### src/rtl/div_pkg.sv
// -----------------------------------------------------------------------------
// div_pkg
// Shared definitions for the repeated-subtraction divider.
//   DIV_WIDTH   : default operand/result width in bits
//   div_state_e : controller states
// -----------------------------------------------------------------------------
package div_pkg;

    localparam int DIV_WIDTH = 16;

    typedef enum logic [2:0] {
        S_IDLE   = 3'd0,
        S_LOAD_A = 3'd1,
        S_LOAD_B = 3'd2,
        S_SUB    = 3'd3,
        S_DONE   = 3'd4
    } div_state_e;

endpackage : div_pkg

### src/rtl/div_repsub_if.sv
// -----------------------------------------------------------------------------
// div_repsub_if
// Request/result bundle of the divider.
//   start     : request a division (requester -> divider)
//   data_in   : serial operand bus, dividend then divisor (requester -> divider)
//   quotient  : quotient register (divider -> requester)
//   remainder : remainder / working dividend (divider -> requester)
//   done      : results valid (divider -> requester)
//   busy      : operation in progress (divider -> requester)
//   dbz       : divide-by-zero flag, valid with done (divider -> requester)
// master = requester side, slave = divider side.
// -----------------------------------------------------------------------------
interface div_repsub_if
    import div_pkg::*;
#(
    parameter int WIDTH = DIV_WIDTH
) ();

    logic             start;
    logic [WIDTH-1:0] data_in;
    logic [WIDTH-1:0] quotient;
    logic [WIDTH-1:0] remainder;
    logic             done;
    logic             busy;
    logic             dbz;

    modport master (
        output start,
        output data_in,
        input  quotient,
        input  remainder,
        input  done,
        input  busy,
        input  dbz
    );

    modport slave (
        input  start,
        input  data_in,
        output quotient,
        output remainder,
        output done,
        output busy,
        output dbz
    );

endinterface : div_repsub_if

### src/rtl/div_datapath.sv
// -----------------------------------------------------------------------------
// div_datapath
// Registers and arithmetic of the repeated-subtraction divider.
//   clk, rst_n  : clock, asynchronous active-low reset
//   ldA_i       : load data_i into A (working dividend / remainder)
//   ldB_i       : load data_i into divisor register B, clear dbz
//   clrQ_i      : clear quotient
//   decA_i      : A <= A - B
//   incQ_i      : quotient <= quotient + 1
//   setDbz_i    : flag divide-by-zero, quotient <= all ones
//   data_i      : operand bus
//   ge_o        : A >= B (unsigned)
//   eqz_o       : data_i == 0
//   a_o, q_o    : A and quotient registers
//   dbz_o       : divide-by-zero flag
// -----------------------------------------------------------------------------
module div_datapath
    import div_pkg::*;
#(
    parameter int WIDTH = DIV_WIDTH
) (
    input  logic             clk,
    input  logic             rst_n,
    input  logic             ldA_i,
    input  logic             ldB_i,
    input  logic             clrQ_i,
    input  logic             decA_i,
    input  logic             incQ_i,
    input  logic             setDbz_i,
    input  logic [WIDTH-1:0] data_i,
    output logic             ge_o,
    output logic             eqz_o,
    output logic [WIDTH-1:0] a_o,
    output logic [WIDTH-1:0] q_o,
    output logic             dbz_o
);

    logic [WIDTH-1:0] a_q, a_d;
    logic [WIDTH-1:0] b_q, b_d;
    logic [WIDTH-1:0] quot_q, quot_d;
    logic             dbz_q, dbz_d;

    always_comb begin
        a_d    = a_q;
        b_d    = b_q;
        quot_d = quot_q;
        dbz_d  = dbz_q;

        if (ldA_i) begin
            a_d = data_i;
        end
        if (ldB_i) begin
            b_d   = data_i;
            dbz_d = 1'b0;
        end
        if (clrQ_i) begin
            quot_d = '0;
        end
        // A zero divisor is detected in the same cycle B is loaded, so the
        // flag and the saturated quotient must win over the clears above.
        if (setDbz_i) begin
            quot_d = '1;
            dbz_d  = 1'b1;
        end
        // The controller only asserts decA_i while ge_o is high, so this
        // subtraction cannot wrap.
        if (decA_i) begin
            a_d = a_q - b_q;
        end
        if (incQ_i) begin
            quot_d = quot_q + WIDTH'(1);
        end
    end

    always_ff @(posedge clk or negedge rst_n) begin
        if (!rst_n) begin
            a_q    <= '0;
            b_q    <= '0;
            quot_q <= '0;
            dbz_q  <= 1'b0;
        end else begin
            a_q    <= a_d;
            b_q    <= b_d;
            quot_q <= quot_d;
            dbz_q  <= dbz_d;
        end
    end

    assign ge_o  = (a_q >= b_q);
    assign eqz_o = (data_i == '0);
    assign a_o   = a_q;
    assign q_o   = quot_q;
    assign dbz_o = dbz_q;

endmodule : div_datapath

### src/rtl/div_repsub.sv
// -----------------------------------------------------------------------------
// div_repsub
// Unsigned divider by repeated subtraction. Operands arrive serially on
// data_in (dividend, then divisor) after a start request; the quotient is
// counted up one subtraction per clock.
//   clk   : clock, rising edge
//   rst_n : asynchronous active-low reset
//   bus   : div_repsub_if.slave (start, data_in, quotient, remainder,
//           done, busy, dbz)
// -----------------------------------------------------------------------------
module div_repsub
    import div_pkg::*;
#(
    parameter int WIDTH = DIV_WIDTH
) (
    input  logic         clk,
    input  logic         rst_n,
    div_repsub_if.slave  bus
);

    div_state_e state_q, state_d;

    logic ldA, ldB, clrQ, decA, incQ, setDbz;
    logic ge, eqz;
    logic [WIDTH-1:0] a_val, q_val;
    logic             dbz_val;

    div_datapath #(
        .WIDTH (WIDTH)
    ) u_datapath (
        .clk      (clk),
        .rst_n    (rst_n),
        .ldA_i    (ldA),
        .ldB_i    (ldB),
        .clrQ_i   (clrQ),
        .decA_i   (decA),
        .incQ_i   (incQ),
        .setDbz_i (setDbz),
        .data_i   (bus.data_in),
        .ge_o     (ge),
        .eqz_o    (eqz),
        .a_o      (a_val),
        .q_o      (q_val),
        .dbz_o    (dbz_val)
    );

    always_ff @(posedge clk or negedge rst_n) begin
        if (!rst_n) begin
            state_q <= S_IDLE;
        end else begin
            state_q <= state_d;
        end
    end

    always_comb begin
        state_d = state_q;
        ldA     = 1'b0;
        ldB     = 1'b0;
        clrQ    = 1'b0;
        decA    = 1'b0;
        incQ    = 1'b0;
        setDbz  = 1'b0;

        unique case (state_q)
            S_IDLE: begin
                if (bus.start) begin
                    state_d = S_LOAD_A;
                end
            end
            S_LOAD_A: begin
                ldA     = 1'b1;
                state_d = S_LOAD_B;
            end
            S_LOAD_B: begin
                ldB  = 1'b1;
                clrQ = 1'b1;
                if (eqz) begin
                    setDbz  = 1'b1;
                    state_d = S_DONE;
                end else begin
                    state_d = S_SUB;
                end
            end
            S_SUB: begin
                if (ge) begin
                    decA = 1'b1;
                    incQ = 1'b1;
                end else begin
                    state_d = S_DONE;
                end
            end
            S_DONE: begin
                // Holding start high here must not retrigger; the request
                // has to drop (back to IDLE) before a new one is accepted.
                if (!bus.start) begin
                    state_d = S_IDLE;
                end
            end
            default: begin
                state_d = S_IDLE;
            end
        endcase
    end

    // Status is decoded straight from the state register so that reset
    // clears it immediately, without waiting for a clock edge.
    assign bus.done      = (state_q == S_DONE);
    assign bus.busy      = (state_q == S_LOAD_A) || (state_q == S_LOAD_B) ||
                           (state_q == S_SUB);
    assign bus.quotient  = q_val;
    assign bus.remainder = a_val;
    assign bus.dbz       = dbz_val;

endmodule : div_repsub
### src/flat_wrapper.sv
// flat-port wrapper written by rule: the top's interface ports become plain ports
module div_repsub_flat import div_pkg::*;
#(
    parameter int WIDTH = DIV_WIDTH
)
  (clk, rst_n, bus_start, bus_data_in, bus_quotient, bus_remainder, bus_done, bus_busy, bus_dbz);
  div_repsub_if #(.WIDTH(WIDTH)) bus_i ();
  input  logic clk;
  input  logic rst_n;
  input wire logic [$bits(bus_i.start)-1:0] bus_start;
  input wire logic [$bits(bus_i.data_in)-1:0] bus_data_in;
  output wire logic [$bits(bus_i.quotient)-1:0] bus_quotient;
  output wire logic [$bits(bus_i.remainder)-1:0] bus_remainder;
  output wire logic [$bits(bus_i.done)-1:0] bus_done;
  output wire logic [$bits(bus_i.busy)-1:0] bus_busy;
  output wire logic [$bits(bus_i.dbz)-1:0] bus_dbz;
  assign bus_i.start = bus_start;
  assign bus_i.data_in = bus_data_in;
  assign bus_quotient = bus_i.quotient;
  assign bus_remainder = bus_i.remainder;
  assign bus_done = bus_i.done;
  assign bus_busy = bus_i.busy;
  assign bus_dbz = bus_i.dbz;
  div_repsub #(.WIDTH(WIDTH)) u_core (.clk(clk), .rst_n(rst_n), .bus(bus_i));
endmodule
### config.mk
export PLATFORM = sky130hd
export DESIGN_NAME = div_repsub_flat
export DESIGN_NICKNAME = d
export VERILOG_FILES = /design/src/rtl/div_pkg.sv /design/src/rtl/div_repsub_if.sv /design/src/rtl/div_datapath.sv /design/src/rtl/div_repsub.sv /design/src/flat_wrapper.sv
export SDC_FILE = /design/constraint.sdc
export NUM_CORES = 1
export LEC_CHECK = 0
export ABC_CLOCK_PERIOD_IN_PS = 7100
export BUFFER_PORTS_ARGS = -buffer_cell sky130_fd_sc_hd__buf_4
export CAP_MARGIN = 20
export CORE_MARGIN = 4
export CORE_UTILIZATION = 62
export CTS_BUF_LIST = sky130_fd_sc_hd__clkbuf_8
export DETAILED_ROUTE_END_ITERATION = 10
export GPL_TIMING_DRIVEN = 1
export HOLD_SLACK_MARGIN = 0.05
export PLACE_DENSITY = 0.95
export SLEW_MARGIN = 0
export SYNTH_ARGS = -nofsm -noshare
export SYNTH_HDL_FRONTEND = slang
export SYNTH_SLANG_ARGS = --single-unit
### constraint.sdc
create_clock -name clk -period 7.1 [get_ports clk]
set_clock_uncertainty 0.05 [all_clocks]
set_input_delay 0 -clock clk [delete_from_list [all_inputs] [get_ports clk]]
set_output_delay 0 -clock clk [all_outputs]
set_load 0.01 [all_outputs]
After elaboration in Yosys (flattened, before gate mapping). Cells that the tools add are included.

Register bits after elaboration: 52. Word-level logic and storage cells: 41. Output and inout bits: 35.

Magnitude comparators: 1. Reductions and logical operators: 8. Eq/ne operators: 7. Multiplexer cells: 18. $add $sub $neg: 2.

Operators with widths (number): 16-bit two-way mux (5); 16-bit by 1-bit adder with 16-bit output, second input constant (1); 16-bit greater-or-equal comparator (1); 16-bit logical NOT (1); 16-bit subtractor (1); 3-bit one-hot mux with 5 select lines (1); 3-bit two-way mux (4); 1-bit two-way mux (8); 3-bit by 2-bit == test with 1-bit output, second input constant (2); 2-bit != test, second input constant (3); 2-bit nonzero test (2); 3-bit by 1-bit == test with 1-bit output, second input constant (1); 3-bit == test, second input constant (1); 3-bit logical NOT (1); 3-bit AND reduction (1); 3-bit nonzero test (1); 1-bit logical OR (2).

Depth between registers and ports, before layout.
Depth in word-level cells: 5. Depth in mapped cells: 11.

Hierarchy. From an unflattened synthesis, not the netlist that was laid out.

Cell total of the unflattened synthesis: 383. Area total of the unflattened synthesis: 3417.0 µm².

By module, submodules not included: div_datapath (area an instance 3204.3 µm², instances 1, cells each 360); div_repsub (area an instance 212.7 µm², instances 1, cells each 23).

Worst setup path before layout. OpenSTA, ideal clock, no wires.

Kind: register to register. Start: register u_core.u_datapath.a_q[12] (netlist: u_core.u_datapath.a_o[12]). End: register u_core.u_datapath.quot_q[2] (netlist: u_core.u_datapath.q_o[2]). Clock period less this slack: 2293 ps. Arrival: 2100 ps. Required time: 6907 ps. Setup slack: 4807 ps. Cell stages (with the launch flop): 11. Setup time: 143 ps. Cell sequence: dfrtp_1 > ha_1 > clkbuf_1 > nand4_1 > a2111oi_2 > o31ai_1 > nand2_1 > nand3b_1 > buf_2 > o211ai_1 > o311ai_1.

Longest elaborated chain between the ends: 4.

Ends and longest elaborated chain: start: declaration (line div_datapath.sv:38) `logic [WIDTH-1:0] a_q, a_d;`; start signal: assignment (line div_datapath.sv:77) `a_q <= '0;`; start signal: assignment (line div_datapath.sv:82) `a_q <= a_d;`; 16-bit greater-or-equal comparator (*) (line div_datapath.sv:89) `assign ge_o = (a_q >= b_q);`; 1-bit two-way mux (*) (line div_repsub.sv:85) `if (ge) begin`; 1-bit two-way mux (*) (line div_repsub.sv:64) `unique case (state_q)`; 3-bit nonzero test (no source line) / 16-bit two-way mux (equally long branches); end signal: assignment (line div_datapath.sv:84) `quot_q <= quot_d;`; end: declaration (line div_datapath.sv:40) `logic [WIDTH-1:0] quot_q, quot_d;`.

Every way passes the cells marked *; elsewhere a longest branch is shown, timed or not. A chain may end at the register's enable or synchronous reset.

Worst setup path in the final report.
Start: register u_core.u_datapath.a_q[0] (netlist: u_core.u_datapath.a_o[0]). End: register u_core.u_datapath.quot_q[15] (netlist: u_core.u_datapath.q_o[15]).

Same word-level chain as after synthesis.

==> summary.txt <==
Area contributors post-synth - dfrtp_1 40%, ha_1 6.5%, nand2_1 6.1%
Via density - 6.053
Num CTS Buffers - 5
Hold_ws - 0.06423 ns
Leading area contributor after synthesis - dfrtp_1
Hold Path Class - primary input to flop
Startpoint Class - flop
Synthesis Warnings - 0
Most common cell in the synthesized netlist - nand2_1
Hold depth - 4
Post-synthesis async set-or-reset flop share - 1.000
PwrDens - 505.4 nW/µm²
Routed len/inst - 16.47 µm
Die footprint - 6519 µm²
Vias - 3111
Die Ht - 80.74 µm
CP Capture Type - flop
Gr ovfl total - 0
Mapped Nets - 418
Post-synth top cells - 53 x nand2_1, 52 x dfrtp_1, 36 x o21ai_0, 33 x a21oi_1, 25 x inv_1
Fin. Hold Viols - 0
Placed wire-length estimate - 5.698 mm
First-pass GRT wire length - 13.99 mm
Flops & latches, synth - 52
Slew margin rel. - 0.4447
Core footprint - 5107 µm²
Setup violations, final - 0
Crit share post-route - 0.4527
Post-Syn Instances - 381
CTS tree - built
Worst vdd ir - 294.8 µV
CTS max path bufs - 2
Width of the chip - 80.74 µm
Dominant synthesized flop cell - dfrtp_1
Library cells used by synthesis - 42
Largest net degree at the start of global routing - 53
Max cap viols - 0
Pre-antenna DRT Iters - 5
Pleak - 0.001826 µW
H-Tree Level Count - 2
Max-slew violation count - 0
Place WS - 3.979 ns
Worst EP required - 7.22 ns
Crit Path Class - flop to flop
Worst EP arrival - 3.33 ns
Clock Latency Late Sink - 0.31 ns
Worst-path fanout max - 29
CTS sink cnt - 52
Layout cells sized above 1 - 0.1712
Area growth, synth to finish - 21.55%
I/O pins - 54
Post_cts resized - 0
Post-synth EDFFs - 0
GP Congestion - 0.9098
Clock-pin slew on the worst setup and hold paths - 0.10 ns
Seq/Total Area, Yosys - 0.3966
Setup TNS - 0 ns
Port buffer count - 53
Non-filler cells, final - 514
FP Rows - 26
Drt drc - 0
Setup repair after global routing missed its margin - false
Number of global-route vias before repair - 3015
Antenna Nets Post-Route - 0
Final cell utilization of the core - 0.7807
Root Buffer Master - clkbuf_8
Synth top area share - 0.3966
Setup ws final - 3.886 ns
Synth Area per Inst - 8.611 µm²
Worst Tran Pin Value - 0.8329 ns
Initial Utilization - 0.6423
Drt initial violations - 214
Max Fclk - 311.1 MHz
Cell Area, Synth - 3281 µm²
Worst reg-to-reg path cell count - 10
Post-Route WL - 8.466 mm
Placed cell count - 489
Status - finished clean
Antenna violations before repair - 0
Diodes inserted - 0
Tmin final - 3.214 ns
Gr usage total - 0.2707
Layout net count - 480
[through the flow]
| step | total power (µW) | cell area [µm²] |
|---|---|---|
| after floorplan | 1430 | 3281 |
| after global placement | 1686 | 3702 |
| after detailed placement | 1746 | 3702 |
| after CTS | 1982 | 3988 |
| after global routing | 2178 | 3988 |
| final | 2015 | 3988 |
[state kept, by name (all words and copies together) (netlist names)]
register and count:
u_core.u_datapath.q_o 16, u_core.u_datapath.a_o 16, u_core.state_q 3, u_core.u_datapath.b_q 16
u_core.u_datapath.dbz_o 1
[logic make-up after synthesis]
kind of cell,count (synthesis),synth area share
buffers and inverters,43,0.05492
AO/OA/AOI/OAI,110,0.2067
adder cells (fa/ha/maj),18,0.07094
AND/OR/NAND/NOR,129,0.1854
flip-flops,52,0.3966
multiplexers,16,0.05072
XOR/XNOR,13,0.03471
[repair_timing]
action / CTS / global route
buffers inserted: 0 / 0
hold buffers: 17 / 0
endpoints found under the hold margin: 82 / 0
[area by class of cell]
cell class / instances / area, µm²
clock buffer: 5 / 68.82
clock inverter: 3 / 46.29
fill: 352 / 1120
inverter: 25 / 93.84
multi-input combinational: 286 / 1799
sequential: 52 / 1301
tap: 70 / 87.58
timing repair buffer: 73 / 590.6
[placed cells by master (no fill, tap or decap), types with 2 or more instances in the layout]
cell type,n
buf_4,56
nand2_1,53
dfrtp_1,52
o21ai_0,36
a21oi_1,33
inv_1,25
nor2_1,24
ha_1,17
dlygate4sd3_1,17
o211ai_1,16
o311ai_1,12
mux2i_1,11
nand3_1,10
nor2b_1,7
xor2_1,7
nand2b_1,6
xnor2_1,6
or2_2,5
nand4_1,5
mux2_2,5
clkbuf_8,5
nor4_1,4
nor3_1,3
or3_1,3
and2_1,2
a21o_1,2
and3_1,2
nand3b_1,2
a31oi_1,2
[report_power, final]
part	internal, µW	switching (µW)	leakage, µW	total [µW]
registers	406	85.3	0.000654	491
clock network	106	107	0.0000548	213
logic	535	777	0.00112	1310
total	1050	969	0.00183	2020
[per-layer routing]
layer	track usage	vias to the layer above	part of all wire
met4	0.1047	0	0.029
met1	0.3561	1484	0.43
li1	-	1476	-
met5	0	-	0
met3	0.03880	25	0.053
met2	0.4536	126	0.49
[worst max-delay path, stage by stage, from the launching register on]
cell	delay, ns
dfrtp_1	0.42
inv_1	0.08
ha_1	0.17
fa_1	0.23
nor2b_1	0.08
o21a_1	0.20
o31ai_1	0.40
a21o_1	0.73
buf_4	0.38
mux2i_1	0.22
o211ai_1	0.10
[path summary, 6_finish.rpt]
check                      slack [ns]                         to                     start
max                              3.89  u_core.u_datapath.q_o[15]  u_core.u_datapath.a_o[0]
min                              0.06          u_core.state_q[2]                 bus_start
max reg2reg                      3.89  u_core.u_datapath.q_o[15]  u_core.u_datapath.a_o[0]
min reg2reg                      0.45    u_core.u_datapath.dbz_o   u_core.u_datapath.dbz_o
max in group asynchronous        6.35   u_core.u_datapath.b_q[9]                     rst_n
min in group asynchronous        0.21          u_core.state_q[1]                     rst_n
Power figures use the tool's default switching activity.
